`src/rtl/gwct_apb_master_pkg.sv`:
```
// Shared definitions for the GWCT debug-path APB bridge.
// Command opcodes, framing magic and FSM encoding.
package gwct_apb_master_pkg;

    localparam logic [7:0] CMD_READ  = 8'h01;
    localparam logic [7:0] CMD_WRITE = 8'h02;
    localparam logic [7:0] CMD_MAGIC = 8'h47;

    typedef enum logic [1:0] {
        APB_IDLE   = 2'd0,
        APB_SETUP  = 2'd1,
        APB_ACCESS = 2'd2,
        APB_RESP   = 2'd3
    } apb_state_e;

    function automatic logic is_misaligned(input logic [31:0] addr,
                                           input int          check);
        return (check != 0) && (addr[1:0] != 2'b00);
    endfunction

endpackage

```
`src/rtl/gwct_watchdog.sv`:
```
// ACCESS-phase watchdog: saturating counter that flags the last
// permitted wait cycle.
module gwct_watchdog #(
    parameter int TIMEOUT_CYCLES = 1024
) (
    input  logic clk,
    input  logic rst,
    input  logic clr,
    input  logic en,
    output logic expired
);

    localparam int CW = $clog2(TIMEOUT_CYCLES);
    localparam logic [CW-1:0] LAST = CW'(TIMEOUT_CYCLES - 1);

    logic [CW-1:0] cnt_q;

    // Holds at LAST instead of wrapping.
    always_ff @(posedge clk or posedge rst) begin
        if (rst) begin
            cnt_q <= '0;
        end else if (clr) begin
            cnt_q <= '0;
        end else if (en && !expired) begin
            cnt_q <= cnt_q + CW'(1);
        end
    end

    assign expired = (cnt_q == LAST);

endmodule

```
`src/rtl/gwct_apb_master.sv`:
```
// Single-command APB3 master for the GWCT debug path with
// alignment rejection and a watchdog on stalled slaves.
module gwct_apb_master
    import gwct_apb_master_pkg::*;
#(
    parameter int TIMEOUT_CYCLES   = 1024,
    parameter int ADDR_ALIGN_CHECK = 1
) (
    input  logic        clk,
    input  logic        rst,
    input  logic [31:0] cmd_addr,
    input  logic [31:0] cmd_wdata,
    input  logic        cmd_write,
    input  logic        cmd_valid,
    output logic        cmd_ready,
    output logic [31:0] cmd_rdata,
    output logic        cmd_error,
    output logic [31:0] paddr,
    output logic        psel,
    output logic        penable,
    output logic        pwrite,
    output logic [31:0] pwdata,
    input  logic [31:0] prdata,
    input  logic        pready,
    input  logic        pslverr
);

    apb_state_e  state_q;
    apb_state_e  state_d;
    logic        psel_d;
    logic        penable_d;
    logic        ready_d;
    logic        misaligned;
    logic        expired;
    logic        wd_clr;
    logic        wd_en;
    logic [31:0] rdata_q;
    logic        err_q;

    assign misaligned = is_misaligned(cmd_addr, ADDR_ALIGN_CHECK);

    gwct_watchdog #(
        .TIMEOUT_CYCLES(TIMEOUT_CYCLES)
    ) u_wd (
        .clk    (clk),
        .rst    (rst),
        .clr    (wd_clr),
        .en     (wd_en),
        .expired(expired)
    );

    // Bus strobes are flopped from the next state so they leave clean.
    always_ff @(posedge clk or posedge rst) begin
        if (rst) begin
            state_q   <= APB_IDLE;
            psel      <= 1'b0;
            penable   <= 1'b0;
            cmd_ready <= 1'b0;
        end else begin
            state_q   <= state_d;
            psel      <= psel_d;
            penable   <= penable_d;
            cmd_ready <= ready_d;
        end
    end

    always_comb begin
        state_d = state_q;
        case (state_q)
            APB_IDLE: begin
                if (cmd_valid) begin
                    state_d = misaligned ? APB_RESP : APB_SETUP;
                end
            end
            APB_SETUP:  state_d = APB_ACCESS;
            APB_ACCESS: begin
                if (pready || expired) begin
                    state_d = APB_RESP;
                end
            end
            APB_RESP:   state_d = APB_IDLE;
            default:    state_d = APB_IDLE;
        endcase
    end

    always_comb begin
        psel_d    = (state_d == APB_SETUP) || (state_d == APB_ACCESS);
        penable_d = (state_d == APB_ACCESS);
        ready_d   = (state_d == APB_RESP);
        wd_clr    = (state_q == APB_SETUP);
        wd_en     = (state_q == APB_ACCESS) && !pready;
    end

    // Result registers only change on a completion, so they hold between.
    always_ff @(posedge clk or posedge rst) begin
        if (rst) begin
            paddr   <= '0;
            pwdata  <= '0;
            pwrite  <= 1'b0;
            rdata_q <= '0;
            err_q   <= 1'b0;
        end else begin
            if (state_q == APB_IDLE && cmd_valid) begin
                paddr  <= cmd_addr;
                pwdata <= cmd_wdata;
                pwrite <= cmd_write;
                if (misaligned) begin
                    err_q   <= 1'b1;
                    rdata_q <= '0;
                end
            end
            if (state_q == APB_ACCESS) begin
                if (pready) begin
                    err_q   <= pslverr;
                    rdata_q <= (pwrite || pslverr) ? 32'h0 : prdata;
                end else if (expired) begin
                    err_q   <= 1'b1;
                    rdata_q <= '0;
                end
            end
        end
    end

    assign cmd_rdata = rdata_q;
    assign cmd_error = err_q;

endmodule

```
`config.mk`:
```
export PLATFORM = sky130hd
export DESIGN_NAME = gwct_apb_master
export DESIGN_NICKNAME = d
export VERILOG_FILES = /design/src/rtl/gwct_apb_master_pkg.sv /design/src/rtl/gwct_watchdog.sv /design/src/rtl/gwct_apb_master.sv
export SDC_FILE = /design/constraint.sdc
export NUM_CORES = 1
export LEC_CHECK = 0
export ABC_AREA = 1
export CORE_UTILIZATION = 35
export CTS_CLUSTER_DIAMETER = 150
export DETAILED_ROUTE_END_ITERATION = 8
export PLACE_DENSITY = 0.71
export SETUP_SLACK_MARGIN = 0.15
export SLEW_MARGIN = 5
export SYNTH_ARGS = -nofsm -noshare
export SYNTH_HDL_FRONTEND = slang
export SYNTH_SLANG_ARGS = --single-unit
export TNS_END_PERCENT = 30
```
`constraint.sdc`:
```
create_clock -name clk -period 3.49 [get_ports clk]
set_input_delay 0.698 -clock clk [delete_from_list [all_inputs] [get_ports clk]]
set_output_delay 0.698 -clock clk [all_outputs]
set_load 0.005 [all_outputs]
```
==> results of run 1 <==
routing by layer:
layer  part of all wire  wire (um)  up-vias
met5                  0          0        -
met3              0.066        840       29
met2               0.47       5911      166
met4              0.027        348        0
li1                   -          -     2075
met1               0.44       5570     1986
power by group through the flow:
stage / Sequential (mW) / Combinational, mW / Clock (mW)
floorplan: 2.23 / 0.898 / 0
detailed placement: 2.21 / 2.36 / 0
finish: 2.21 / 2.34 / 1.65
global route: 2.27 / 2.58 / 1.75
global placement: 2.21 / 2.29 / 0
CTS: 2.21 / 2.37 / 1.69
worst paths after layout:
path / start / end / cells after the start
setup / recovery: cmd_valid / paddr[24] / 6
hold / removal: pwdata[13] / pwdata[13] / 2
hold reg to reg: pwdata[13] / pwdata[13] / 2
max in group asynchronous: rst / paddr[25] / 3
setup reg to reg: u_wd.cnt_q[0] / psel / 10
min in group asynchronous: rst / pwdata[7] / 2
cells in the final DEF (no fill, tap or decap), types with 2 or more instances in the layout:
cell	instances
buf_4	5
nand3_1	41
clkbuf_16	17
ha_1	6
clkinv_2	4
inv_1	49
a21oi_1	2
bufinv_16	2
nand4_1	4
o21bai_1	2
xor2_1	3
o21ai_0	7
inv_2	2
clkbuf_1	3
nand2_2	6
nor2_1	11
clkbuf_8	4
dfrtp_1	113
clkdlybuf4s50_1	202
nand2_1	226
o21ai_1	32
nand3_2	3
worst max-delay path, delay by kind of cell:
| kind | cells | cell delay, ns |
|---|---|---|
| buffers and inverters | 3 | 1.33 |
| AND/OR/NAND/NOR | 3 | 0.27 |
synthesized netlist by cell type (all sizes together):
| master | instances |
|---|---|
| a21oi | 2 |
| buf | 17 |
| clkbuf | 6 |
| clkinv | 2 |
| dfrtp | 113 |
| ha | 6 |
| inv | 52 |
| nand2 | 233 |
| nand3 | 44 |
| nand4 | 4 |
| nor2 | 13 |
| o211ai | 1 |
| o21ai | 40 |
| o21bai | 2 |
| or2 | 2 |
| xor2 | 3 |
area by class of cell:
class / count / area (um^2)
inverters: 54 / 211.5
multi-input cells: 350 / 1567
clock inverters: 6 / 80.08
flip-flops and latches: 113 / 2828
repair buffers: 208 / 2079
fillers: 1164 / 5713
well taps: 176 / 220.2
clock buffers: 24 / 491.7
registers in the layout, indices dropped and copies added, names as in the netlist:
name	cells
cmd_error	1
cmd_rdata	32
state_q	2
penable	1
pwrite	1
u_wd.cnt_q	10
pwdata	32
paddr	32
psel	1
cmd_ready	1
logic make-up after synthesis:
group / synth area share
compound gates: 0.04928
flops: 0.5988
buf+inv: 0.07075
fa+ha+maj: 0.01590
simple gates: 0.2597
xor+xnor: 0.005565
metrics by stage:
stage                 util  area (um^2)  hold WS (ns)  power [mW]
floorplan                -         4726        0.4724       3.128
global placement    0.5235         6905        0.4606       4.499
detailed placement  0.5235         6905        0.4646       4.572
CTS                 0.5669         7477        0.4787       6.278
global route        0.5669         7477        0.4933       6.606
finish              0.5669         7477        0.4734       6.204
==> impl_metrics.tcl, run 1 <==
set metrics [dict create \
    outcome "finished clean" \
    netlist.area_leader.share 0.5988 \
    synth_area_leader_cell "dfrtp_1" \
    first_pass_iters 4 \
    cts_hold_buf 0 \
    p_int_mw 4.320 \
    path_clk_slew_ns 0.05 \
    post-place-ws_ns 1.093 \
    tns_ns 0 \
    antenna_cells 0 \
    crit_slowest_cell "clkdlybuf4s50_1" \
    p_seq_frac 0.356 \
    place.gp.congestion 0.8218 \
    dp_hpwl_um 8751 \
    die_y_um 118.2 \
    rsz0062_at_grt "no" \
    overflow 0 \
    cts.sinks 113 \
    grt_antenna_before_repair 0 \
    area_delta_synth_final_pct 58.35 \
    crit_chain "clkdlybuf4s50_1, nand2_2, inv_2, buf_4, nand2_1, nand2_1" \
    cts_resized 0 \
    path_class "in -> reg" \
    htree_levels 4 \
    die-width_um 118.2 \
    switchingPower_mw 1.884 \
    cap_violations 0 \
    synthDistinctLibCells 26 \
    slew_viol_final 0 \
    crit_arrival_ns 2.33 \
    p_clk_frac 0.266 \
    grt_util_met3 0.05309 \
    initial_core_util 0.3580 \
    worstMarginPinSlew_ns 0.8549 \
    yosys_warnings 0 \
    synthTopCellsByArea "dfrtp_1, nand2_1, nand3_1, inv_1, o21ai_1" \
    power_density_mw_per_mm2 829.7 \
    wirelength_um 12670 \
    dieArea_mm2 0.01396 \
    ant_nets 0 \
    core_area_mm2 0.01319 \
    max_stage_delay_ns 0.54 \
    first_global_vias 4328 \
    fin_skew_ns 0.006601 \
    synth.net_count 648 \
    met2_usage 0.3029 \
    drive_gt1_frac 0.06755 \
    port_buffers 202 \
    avgViaCountPerCell 4.571 \
    worst_setup_path_end_kind "flop" \
    place_inst 901 \
    synth_seq_cells 113 \
    grt_max_degree 68 \
    clk_path_buf_depth 2 \
    gr-max-usage-layer "met2" \
    ir_worst_vdd_v 0.0003180 \
    ios 203 \
    grt_util_all_layers 0.1895 \
    vias 4256 \
    crit_path_start_kind "input pin" \
    hold_viol 0 \
    grt_pass1_wl_um 20960 \
    p_leak_nw 3.670 \
    nets 852 \
    final.period_utilization 0.5722 \
    routedWlPerCell_um 13.61 \
    cts_buffers 17 \
    instances_no_fill 931 \
    cp_max_fo 43 \
    root_buffer "clkbuf_16" \
    drtIter0Drc 147 \
    ys_seq_area_frac 0.5988 \
    syn_area_per_cell_um2 8.744 \
    p_comb_frac 0.377 \
    setup_violations 0 \
    fmax_mhz 500.8 \
    syn_area_mm2 0.004722 \
    use_met1 0.2356 \
    period_minus_slack_ns 1.997 \
    hold_class "reg -> reg" \
    clk_latency_ns 0.40 \
    rrSetupSlack_ns 1.56 \
    cts_tree "done" \
    drc 0 \
    post_cts_buffers 0 \
    maxSlewHeadroom 0.4288 \
    std_cell_rows 42 \
    required_ns 3.82 \
    cpMostUsedCell "nand2_1" \
    switching_share 0.3036 \
    postSynthCellCount 540 \
    setup_slack_ns 1.493 \
]
Note: power is estimated with default switching activity, not from simulation.
==> run 2: changes to the inputs <==
--- a/config.mk
+++ b/config.mk
@@ -9,7 +9,7 @@
 export CORE_UTILIZATION = 35
 export CTS_CLUSTER_DIAMETER = 150
 export DETAILED_ROUTE_END_ITERATION = 8
-export PLACE_DENSITY = 0.71
+export PLACE_DENSITY = 0.68
 export SETUP_SLACK_MARGIN = 0.15
 export SLEW_MARGIN = 5
 export SYNTH_ARGS = -nofsm -noshare
==> constraint.sdc (replaced) <==
create_clock -name clk -period 2 [get_ports clk]
set_input_delay 0.4 -clock clk [delete_from_list [all_inputs] [get_ports clk]]
set_output_delay 0.4 -clock clk [all_outputs]
set_load 0.005 [all_outputs]
==> run 2 against run 1 <==
Against the previous run:
- non-clock buffer count up 3
- core utilization is 0.71 points higher
- routed wire length decreased by 1.0%
- die area unchanged
- worst setup slack got worse by 1.2 ns
- sequential cell count unchanged
- count of clock-buffer cells in the layout shrank 3
- sequential power rose by 74%
- register-to-register slack lost 1.3 ns
- critical path depth increased by 4
- combinational power rose by 77%
- largest cell class unchanged
- largest power group unchanged
==> impl_metrics.tcl, run 2 (synthesis results as in run 1) <==
set metrics [dict create \
    outcome "finished clean" \
    std_cell_rows 42 \
    r2r_cells 10 \
    crit_path_start_kind "flop" \
    hold_viol 0 \
    cts.sinks 113 \
    wirelength_um 12540 \
    clk_latency_ns 0.41 \
    port_buffers 202 \
    crit_slowest_cell "dfrtp_1" \
    first_pass_iters 4 \
    rsz0062_at_grt "no" \
    ios 203 \
    dp_hpwl_um 8863 \
    crit_arrival_ns 2.02 \
    slew_viol_final 0 \
    cpMostUsedCell "nand2_2" \
    layout_common_cells "nand2_1, clkdlybuf4s50_1, dfrtp_1, inv_1, nand3_1" \
    final.period_utilization 0.8603 \
    fillCellCount 1170 \
    cp_num_buf_inv 1 \
    max_stage_delay_ns 0.44 \
    cap_violations 0 \
    power_density_mw_per_mm2 1445 \
    grt_max_degree 68 \
    cts_tree "done" \
    fin_skew_ns 0.008859 \
    initial_core_util 0.3580 \
    fmax_mhz 581.2 \
    cp_top_family "simple AND/OR/NAND/NOR gates" \
    grt_pass1_wl_um 21180 \
    ant_nets 0 \
    maxSlewHeadroom 0.7106 \
    overflow 0 \
    post_cts_buffers 0 \
    r2r_end "psel" \
    drtIter0Drc 207 \
    required_ns 2.30 \
    rrSetupSlack_ns 0.28 \
    crit_chain "ha_1, nand2_2, nor2_4, nand3_2, nand2_2, nand2_4, nand2_1, nand2_2, ha_1, inv_1" \
    ir_worst_vdd_v 0.0006030 \
    place.gp.congestion 0.7833 \
    cts_buffers 17 \
    tns_ns 0 \
    cp_max_fo 6 \
    vias 4223 \
    core_area_mm2 0.01319 \
    p_total_mw 10.94 \
    clk_path_buf_depth 2 \
    worstMarginPinSlew_ns 0.4332 \
    path_clk_slew_ns 0.05 \
    setup_violations 0 \
    dieArea_mm2 0.01396 \
    hold_class "in -> async" \
    nets 855 \
    grt_util_all_layers 0.1921 \
    worst_setup_path_end_kind "flop" \
    drive_gt1_frac 0.07642 \
    layout_commonest_cell "nand2_1" \
    drc 0 \
    path_class "reg -> reg" \
    grt_antenna_before_repair 0 \
    htree_levels 4 \
    antenna_cells 0 \
    root_buffer "clkbuf_16" \
    die-width_um 118.2 \
    die_y_um 118.2 \
    area_delta_synth_final_pct 60.33 \
    timing.rr.start "u_wd.cnt_q[0]" \
    p_leak_nw 3.711 \
    period_minus_slack_ns 1.721 \
    routedWlPerCell_um 13.41 \
    avgViaCountPerCell 4.517 \
    first_global_vias 4397 \
]
[run 2: changes by cell type in the layout (fill, tap and decap cells not counted), sizes merged]
cell | before | now
buf | 6 | 9
clkinvlp | 1 | 3
clkinv | 6 | 8
clkbuf | 24 | 21
[run 2: area by class of cell]
class,instances,area (um^2),area share
flip-flops and latches,113,2828,0.3735
repair buffers,211,2156,0.2847
multi-input cells,350,1567,0.2069
clock buffers,21,480.5,0.06346
well taps,176,220.2,0.02909
inverters,54,211.5,0.02793
clock inverters,10,108.9,0.01438
[run 2: through the flow]
stage                 util  hold slack (ns)  setup slack [ns]  cells  cell area [um^2]
global placement    0.5290           0.4608            0.1929    904              6978
detailed placement  0.5290           0.4645            0.1337    904              6978
floorplan                -           0.4724            0.2286    540              4726
global route        0.5740           0.3782            0.1488    935              7571
CTS                 0.5737           0.3625            0.2486    935              7567
finish              0.5740           0.3616            0.2793    935              7571
[run 2: what timing repair did]
item                                    in CTS  in global routing
endpoints found under the setup margin       0                  4
gates resized for setup                      0                  1
hold buffers                                 0                  0
[run 2: how the worst max path moves through the flow]
stage	from	cells after the start	slack [ns]	to
2_1_floorplan	rst	1	0.23	cmd_error
3_3_place_gp	cmd_valid	7	0.19	cmd_rdata[0]
3_5_place_dp	cmd_valid	7	0.13	cmd_rdata[0]
4_1_cts	u_wd.cnt_q[0]	9	0.25	cmd_rdata[2]
5_1_grt	u_wd.cnt_q[0]	10	0.15	psel
6_report	u_wd.cnt_q[0]	10	0.28	psel
[run 2: power by group]
part | leakage (nW) | internal, mW | total (mW) | switching, mW
Clock | 0.290 | 1.94 | 2.95 | 1.01
Sequential | 1.46 | 3.28 | 3.84 | 0.560
Combinational | 1.96 | 2.38 | 4.15 | 1.77
[run 2: routing by layer]
layer / vias to the layer above / GRT usage / wire [um]
met5: - / 0 / 0
met2: 140 / 0.3162 / 6055
li1: 2078 / - / -
met4: 0 / 0.06410 / 116
met1: 1997 / 0.2368 / 5545
met3: 8 / 0.06322 / 826
